[src/rtl/mem_access_unit.sv]
// mem_access_unit: RV32I memory-stage load/store unit driving a req/gnt/rvalid data bus
module mem_access_unit #(
  parameter int DATA_WIDTH = 32
) (
  input  logic                  clk,
  input  logic                  rst_n,
  input  logic [DATA_WIDTH-1:0] ALUResultM_i,
  input  logic [DATA_WIDTH-1:0] WriteDataM_i,
  input  logic                  MemReadM_i,
  input  logic                  MemWriteM_i,
  input  logic [2:0]            Funct3M_i,
  output logic                  mem_req_o,
  output logic                  mem_we_o,
  output logic [DATA_WIDTH-1:0] mem_addr_o,
  output logic [DATA_WIDTH-1:0] mem_wdata_o,
  output logic [3:0]            mem_be_o,
  input  logic                  mem_gnt_i,
  input  logic                  mem_rvalid_i,
  input  logic [DATA_WIDTH-1:0] mem_rdata_i,
  output logic [DATA_WIDTH-1:0] ReadDataM_o,
  output logic                  stall_o,
  output logic                  access_err_o
);
  typedef enum logic [1:0] {IDLE, REQ, WAIT_RSP, DONE} state_t;
  state_t state;
  logic [1:0] off_q;
  logic [2:0] f3_q;
  logic op, bad_f3, misalign, legal;
  logic [7:0] byte_sel;
  logic [15:0] half_sel;
  logic [DATA_WIDTH-1:0] load_val, wdata_n;
  logic [3:0] be_n;
  // request legality, lane steering for stores and extension of the captured load
  always_comb begin
    op       = MemReadM_i | MemWriteM_i;
    bad_f3   = MemWriteM_i ? (Funct3M_i[2] | (Funct3M_i[1:0] == 2'b11))
                           : ((Funct3M_i == 3'b011) | (Funct3M_i[2:1] == 2'b11));
    misalign = ((Funct3M_i[1:0] == 2'b01) & ALUResultM_i[0]) |
               ((Funct3M_i[1:0] == 2'b10) & (ALUResultM_i[1:0] != 2'b00));
    legal    = op & ~(MemReadM_i & MemWriteM_i) & ~bad_f3 & ~misalign;
    be_n     = (Funct3M_i[1:0] == 2'b00) ? 4'b0001 << ALUResultM_i[1:0] :
               (Funct3M_i[1:0] == 2'b01) ? 4'b0011 << ALUResultM_i[1:0] : 4'b1111;
    wdata_n  = (Funct3M_i[1:0] == 2'b00) ? {4{WriteDataM_i[7:0]}} :
               (Funct3M_i[1:0] == 2'b01) ? {2{WriteDataM_i[15:0]}} : WriteDataM_i;
    byte_sel = mem_rdata_i[{off_q, 3'b000} +: 8];
    half_sel = mem_rdata_i[{off_q[1], 4'b0000} +: 16];
    load_val = (f3_q[1:0] == 2'b00) ? {{(DATA_WIDTH-8){byte_sel[7] & ~f3_q[2]}}, byte_sel} :
               (f3_q[1:0] == 2'b01) ? {{(DATA_WIDTH-16){half_sel[15] & ~f3_q[2]}}, half_sel} :
               mem_rdata_i;
    stall_o  = ((state == IDLE) & legal) | (state == REQ) | (state == WAIT_RSP);
  end
  // transaction FSM with registered bus outputs, load result and error pulse
  always_ff @(posedge clk or negedge rst_n) begin
    if (!rst_n) begin
      state        <= IDLE;
      mem_req_o    <= 1'b0;
      mem_we_o     <= 1'b0;
      mem_addr_o   <= '0;
      mem_wdata_o  <= '0;
      mem_be_o     <= 4'b0000;
      ReadDataM_o  <= '0;
      access_err_o <= 1'b0;
      off_q        <= 2'b00;
      f3_q         <= 3'b000;
    end else begin
      access_err_o <= 1'b0;
      case (state)
        IDLE: begin
          if (legal) begin
            mem_req_o   <= 1'b1;
            mem_we_o    <= MemWriteM_i;
            mem_addr_o  <= {ALUResultM_i[DATA_WIDTH-1:2], 2'b00};
            mem_wdata_o <= wdata_n;
            mem_be_o    <= be_n;
            off_q       <= ALUResultM_i[1:0];
            f3_q        <= Funct3M_i;
            state       <= REQ;
          end else begin
            access_err_o <= op;
          end
        end
        REQ: begin
          if (mem_gnt_i) begin
            mem_req_o <= 1'b0;
            if (mem_we_o) begin
              state <= DONE;
            end else if (mem_rvalid_i) begin
              ReadDataM_o <= load_val;
              state       <= DONE;
            end else begin
              state <= WAIT_RSP;
            end
          end
        end
        WAIT_RSP: begin
          if (mem_rvalid_i) begin
            ReadDataM_o <= load_val;
            state       <= DONE;
          end
        end
        default: state <= IDLE;
      endcase
    end
  end
endmodule

[config.mk]
export PLATFORM = sky130hd
export DESIGN_NAME = mem_access_unit
export DESIGN_NICKNAME = d
export VERILOG_FILES = /design/src/rtl/mem_access_unit.sv
export SDC_FILE = /design/constraint.sdc
export NUM_CORES = 1
export LEC_CHECK = 0
export BUFFER_PORTS_ARGS = -buffer_cell sky130_fd_sc_hd__buf_2
export CAP_MARGIN = 20
export CORE_UTILIZATION = 48
export CTS_BUF_LIST = sky130_fd_sc_hd__clkbuf_4 sky130_fd_sc_hd__clkbuf_8
export DETAILED_ROUTE_END_ITERATION = 16
export PLACE_DENSITY = 0.85
export SLEW_MARGIN = 20
export SYNTH_ARGS = -nofsm -noshare
export SYNTH_HDL_FRONTEND = slang
export SYNTH_SLANG_ARGS = --single-unit
[constraint.sdc]
create_clock -name clk -period 3.7 [get_ports clk]
set_input_delay 0.74 -clock clk [delete_from_list [all_inputs] [get_ports clk]]
set_output_delay 0.74 -clock clk [all_outputs]
set_load 0.01 [all_outputs]
==> out/metrics.yaml, run 1 <==
status: "finished, final reports clean"
maxCapViolCount: 0
cp_top_family: "compound AO/OA/AOI/OAI gates"
grt_max_degree: 109
synth_xor_area_frac: 0
fmax_mhz: 362
post_cts_resize_count: 0
clock_sinks: 108
area_growth_pct: 25.2
drt_iter0_markers: 254
ant_nets: 0
holdWs_ns: 0.422
post-route-drc-count: 0
firstDrtPassIters: 4
portBuffers: 206
finClkSkew_ns: 0.0134
die-width_microns: 106
core_sq_mm: 0.0104
synth_cells: 480
rows: 37
stdcell_area_sq_mm: 0.00654
powerDensity_mw_per_mm2: 793
power.leakage_nw: 3.35
cts-root-buf: "clkbuf_8"
slowest_stage: "a21boi_0"
worstSkewPairLatency_ns: 0.37
drt_wl_total_mm: 13.6
dpl.hpwl_mm: 10.0
grt-ovfl-total: 0
hp-class: "input pin to asynchronous set/reset pin"
htree_levels: 3
final_common_cell: "buf_2"
synth_seq_cells: 108
yosysUniqueCellTypes: 34
synth_top_family_by_area: "multiplexers"
cp.required_ns: 2.96
max-slew-margin-rel: 0.327
placed_area_sq_mm: 0.00633
antenna_found_initial: 1
ys_seq_area_frac: 0.518
cts_buffers: 9
rsz0062_at_grt: "false"
viasPerCell: 5.32
max_stage_delay_ns: 0.43
ctsHoldBuffers: 0
num-fill-cells: 906
cp.arrival_ns: 2.02
grt_pass1_vias: 4607
grt_pass1_wl_mm: 22.1
worstMarginPinSlew_ns: 1.01
num_vias: 4320
synth-simple-area-share: 0.104
synthAdderAreaFrac: 0.0216
r2r_slack_ns: 1.42
nNetsFinal: 784
path_max_fanout: 2
cp-start-kind: "input pin"
cpMostUsedCell: "buf_2"
finalSetupViolCount: 0
path_cells: "buf_2, inv_1, ha_1, a21boi_0, o2111ai_4, nand2_1, buf_2"
placedCellCount: 795
grt_use_total: 0.252
peakVddDrop_mv: 0.452
fin_crit_ns: 2.76
synth_warnings: 0
die_y_microns: 106
drv_slew: 0
end_kind: "output port"
final_cell_mix: "buf_2 (205), dfrtp_1 (108), nand2_1 (104)"
post_drt_wl_per_cell_microns: 16.8
critPathKind: "input pin to output port"
cts_setup_buffers: 0
layout-drive-gt1-share: 0.436
synth_compound_area_frac: 0.136
hold_viol: 0
finalNonFillerCells: 812
cts_tree: "done"
min_period_over_period: 0.746
utilization: 0.628
syn_area_sq_mm: 0.00522
syn_avg_cell_area_sq_um: 10.9
cts.clk_slew.worst_paths_ns: 0.10
initial_core_util: 0.501
fin_tns_setup_ns: 0
synthMuxAreaShare: 0.179
ios: 209
cts_max_path_buffers: 2
critPathBufInv: 3
gp_congestion: 0.953
die_area_sq_mm: 0.0113
-- routing by layer --
metal / track usage / vias up / share of wire
li1: - / 2031 / -
met2: 0.440 / 187 / 0.51
met5: 0 / - / 0
met4: 0.110 / 0 / 0.025
met1: 0.289 / 2075 / 0.39
met3: 0.0674 / 27 / 0.079
-- worst reg2reg max path: cells and delay by family, from the launching register on --
family | cells | cell delay [ns]
buf+inv | 2 | 0.89
fa+ha+maj | 1 | 0.30
flops | 1 | 0.41
compound gates | 1 | 0.11
mux | 1 | 0.47
-- power by group --
part	internal [W]	switching, W	leakage [nW]
Sequential	0.00175	0.000405	1.32
Clock	0.000324	0.000432	0.0984
Combinational	0.00108	0.00119	1.93
-- synth_stat cells --
| cell type | count | area [sq um] |
|---|---|---|
| a211oi_1 | 2 | 15.0 |
| a21boi_0 | 1 | 7.51 |
| a21o_1 | 7 | 52.6 |
| a21oi_1 | 18 | 90.1 |
| a222oi_1 | 1 | 10.0 |
| a31oi_1 | 8 | 50.1 |
| and2b_1 | 1 | 7.51 |
| and3b_1 | 2 | 17.5 |
| buf_1 | 1 | 3.75 |
| buf_2 | 15 | 75.1 |
| buf_4 | 3 | 22.5 |
| buf_6 | 2 | 22.5 |
| clkbuf_1 | 12 | 45.0 |
| clkbuf_2 | 1 | 5.00 |
| conb_1 | 1 | 3.75 |
| dfrtp_1 | 108 | 2700 |
| ha_1 | 9 | 113 |
| inv_1 | 10 | 37.5 |
| mux2_2 | 45 | 507 |
| mux2i_1 | 27 | 270 |
| mux4_2 | 7 | 158 |
| nand2_1 | 104 | 390 |
| nand3b_1 | 1 | 7.51 |
| nor2_1 | 24 | 90.1 |
| nor2b_1 | 3 | 18.8 |
| o2111ai_1 | 1 | 8.76 |
| o211ai_1 | 7 | 52.6 |
| o211ai_2 | 10 | 125 |
| o21a_1 | 1 | 7.51 |
| o21ai_0 | 37 | 185 |
| o21ai_2 | 1 | 8.76 |
| o22a_1 | 8 | 70.1 |
| o41ai_4 | 1 | 27.5 |
| or4_4 | 1 | 11.3 |
-- registers in the layout, indices dropped and copies added, names as in the netlist, 2 cells and up --
register / flops
f3_q: 3
state: 2
mem_be_o: 4
off_q: 2
mem_wdata_o: 32
ReadDataM_o: 32
mem_addr_o: 30
-- final timing paths --
path                                         start                          to  cells past startpoint
max reg2reg                   state[0]$_DFFE_PN0P_  mem_wdata_o[5]$_DFFE_PN0P_                      5
min in group clk           mem_be_o[2]$_DFFE_PN0P_     mem_be_o[2]$_DFFE_PN0P_                      2
min                                          rst_n  ReadDataM_o[1]$_DFFE_PN0P_                      2
max                                    MemWriteM_i                     stall_o                      7
max in group asynchronous                    rst_n  mem_addr_o[28]$_DFFE_PN0P_                      2
min reg2reg                mem_be_o[2]$_DFFE_PN0P_     mem_be_o[2]$_DFFE_PN0P_                      2
-- logic make-up (layout without fill, tap and decap cells) --
| family | after synthesis | count (layout) |
|---|---|---|
| simple gates | 136 | 136 |
| flops | 108 | 108 |
| compound gates | 103 | 103 |
| mux | 79 | 79 |
| buf+inv | 44 | 238 |
| fa+ha+maj | 9 | 9 |
| other cells | 1 | 3 |
-- final cells by class --
class	count	area, sq um	area share
flip-flops and latches	108	2700	0.413
repair buffers	212	1090	0.167
inverters	10	37.5	0.00574
multi-input cells	329	2330	0.356
clock inverters	7	82.6	0.0126
diodes	1	2.50	0.000383
clock buffers	9	124	0.0190
well taps	136	170	0.0260
-- metrics by stage --
step | setup WS (ns) | total power, W
global placement | 0.889 | 0.00436
detailed placement | 0.783 | 0.00447
finish | 0.940 | 0.00518
global route | 0.864 | 0.00556
CTS | 0.924 | 0.00523
floorplan | 0.984 | 0.00353
No activity file was read; power rests on OpenSTA's default activity.
==> run 2, diff against run 1 <==
--- a/config.mk
+++ b/config.mk
@@ -7,10 +7,10 @@
 export LEC_CHECK = 0
 export BUFFER_PORTS_ARGS = -buffer_cell sky130_fd_sc_hd__buf_2
 export CAP_MARGIN = 20
-export CORE_UTILIZATION = 48
+export CORE_UTILIZATION = 45
 export CTS_BUF_LIST = sky130_fd_sc_hd__clkbuf_4 sky130_fd_sc_hd__clkbuf_8
 export DETAILED_ROUTE_END_ITERATION = 16
-export PLACE_DENSITY = 0.85
+export PLACE_DENSITY = 0.84
 export SLEW_MARGIN = 20
 export SYNTH_ARGS = -nofsm -noshare
 export SYNTH_HDL_FRONTEND = slang
==> constraint.sdc (replaced) <==
create_clock -name clk -period 2.5 [get_ports clk]
set_input_delay 0.5 -clock clk [delete_from_list [all_inputs] [get_ports clk]]
set_output_delay 0.5 -clock clk [all_outputs]
set_load 0.01 [all_outputs]
==> out/metrics.yaml, run 2 (synthesis gave the netlist of run 1 again) <==
status: "finished, final reports clean"
setup_slack_ns: 0.351  # -0.589 ns
met3_usage: 0.0569  # -0.0105
cts_buffers: 9  # unchanged
layout-drive-gt1-share: 0.442  # +0.00596
grt_pass1_wl_mm: 20.8  # -5.6%
cp.arrival_ns: 1.65  # -0.37 ns
core_sq_mm: 0.0111  # +6.4%
dpl.hpwl_mm: 10.1  # +0.88%
finalSetupViolCount: 0  # unchanged
path_cells: "buf_2, inv_1, ha_1, a21boi_0, buf_4, o2111ai_4, nand2_1, buf_2"
hp-class: "input pin to register"
fin_crit_ns: 2.15
path_max_fanout: 3  # +1
critPathBufInv: 4  # +1
worstMarginPinSlew_ns: 0.574  # -0.435 ns
grt_max_degree: 93  # -15%
nNetsFinal: 793  # +1.1%
max-slew-margin-rel: 0.616  # +0.289
drt_iter0_markers: 335  # +32%
cts_tree: "done"
powerDensity_mw_per_mm2: 1150  # +45%
finClkSkew_ns: 0.00730  # -0.00607 ns
critPathKind: "input pin to output port"
end_kind: "output port"
reg_top3: "ReadDataM_o x32, mem_wdata_o x32, mem_addr_o x30"
hold_viol: 0  # unchanged
post-place-ws_ns: 0.188  # -0.595 ns
cp_top_family: "buffers and inverters"
ios: 209  # unchanged
worstSkewPairLatency_ns: 0.37  # about the same
firstDrtPassIters: 4  # unchanged
final_cell_mix: "buf_2 (205), dfrtp_1 (108), nand2_1 (104)"
grt_use_total: 0.228  # -0.0233
ant_nets: 0  # unchanged
initial_core_util: 0.471  # -0.0299
die_y_microns: 110  # +3.2%
rows: 38  # +2.7%
gp_congestion: 0.834  # -13%
die-width_microns: 110  # +3.2%
slowest_stage: "ha_1"
antenna_found_initial: 0  # -1
maxCapViolCount: 0  # unchanged
viasPerCell: 5.39  # +1.2%
max_stage_delay_ns: 0.25  # -0.18 ns
num_vias: 4438  # +2.7%
rsz0062_at_grt: "false"
cp-start-kind: "input pin"
power.leakage_nw: 3.39  # +1.3%
grt.busiest_layer: "met2"
cts_max_path_buffers: 2  # unchanged
post_drt_wl_per_cell_microns: 16.4  # -2.3%
clock_sinks: 108  # unchanged
post-route-drc-count: 0  # unchanged
portBuffers: 206  # unchanged
htree_levels: 3  # unchanged
cp.required_ns: 2.00  # -0.96 ns
grt-ovfl-total: 0  # unchanged
grt_pass1_vias: 4362  # -5.3%
use_met1: 0.255  # -0.0337
grtUsageMet2: 0.415  # -0.0246
cts_setup_buffers: 0  # unchanged
fmax_mhz: 465
min_period_over_period: 0.860
drt_wl_total_mm: 13.5  # -0.85%
cts-root-buf: "clkbuf_8"
drv_slew: 0  # unchanged
num_antenna_cells: 0  # -1
utilization: 0.596  # -0.0312
fin_tns_setup_ns: 0  # unchanged
area_growth_pct: 26.6
peakVddDrop_mv: 0.613  # +35%
final_common_cell: "buf_2"
cts.clk_slew.worst_paths_ns: 0.10  # about the same
cpMostUsedCell: "buf_2"
die_area_sq_mm: 0.0120  # +6.5%
==> run 2: cell types whose count changed in the layout (fill, tap and decap cells not counted), sizes merged <==
cell,delta
buf,+8
inv,-2
diode,-1
dlygate4sd3,+1
clkbuf,+3
bufinv,-1
==> run 2: metal layers <==
layer | part of all wire | wire length (microns) | vias to the layer above
met1 | 0.39 | 5310 | 2151
met2 | 0.50 | 6740 | 209
met5 | 0 | 0 | -
met3 | 0.084 | 1130 | 21
met4 | 0.023 | 306 | 0
li1 | - | - | 2057
==> run 2: final cells by class <==
cell class                 instances  area [sq um]
multi-input combinational        329          2330
timing repair buffer             221          1170
tap                              140           175
inverter                          10          37.5
clock buffer                      12           159
clock inverter                     4          32.5
fill                             940          4470
sequential                       108          2700
==> run 2: where the power goes <==
group | leakage, nW | internal (W) | switching, W | total [W]
clock network | 0.0926 | 0.000434 | 0.000593 | 0.00103
registers | 1.32 | 0.00259 | 0.000500 | 0.00309
logic | 1.98 | 0.00162 | 0.00186 | 0.00349
total | 3.39 | 0.00465 | 0.00295 | 0.00761
==> run 2: stage by stage <==
stage	power [W]	hold slack, ns	std cells	instance area [sq um]
finish	0.00761	0.351	824	6610
global route	0.00816	0.334	824	6610
CTS	0.00768	0.330	824	6610
detailed placement	0.00663	0.375	807	6400
global placement	0.00646	0.372	807	6400
floorplan	0.00523	0.204	481	5220
==> run 2: worst paths after layout <==
check	startpoint	end	slack, ns	cells past startpoint
max	MemWriteM_i	stall_o	0.35	8
min	ALUResultM_i[11]	mem_addr_o[11]$_DFFE_PN0P_	0.35	2
max reg2reg	off_q[1]$_DFFE_PN0P_	ReadDataM_o[7]$_DFFE_PN0P_	0.56	4
min reg2reg	mem_wdata_o[24]$_DFFE_PN0P_	mem_wdata_o[24]$_DFFE_PN0P_	0.48	2
max in group asynchronous	rst_n	mem_addr_o[27]$_DFFE_PN0P_	1.34	3
min in group asynchronous	rst_n	ReadDataM_o[3]$_DFFE_PN0P_	0.52	2
==> run 2: timing repair <==
| action | in CTS | in global routing |
|---|---|---|
| hold buffers | 1 | 0 |
| endpoints found under the setup margin | 0 | 0 |
| endpoints found under the hold margin | 13 | 0 |
| resized for setup | 0 | 0 |
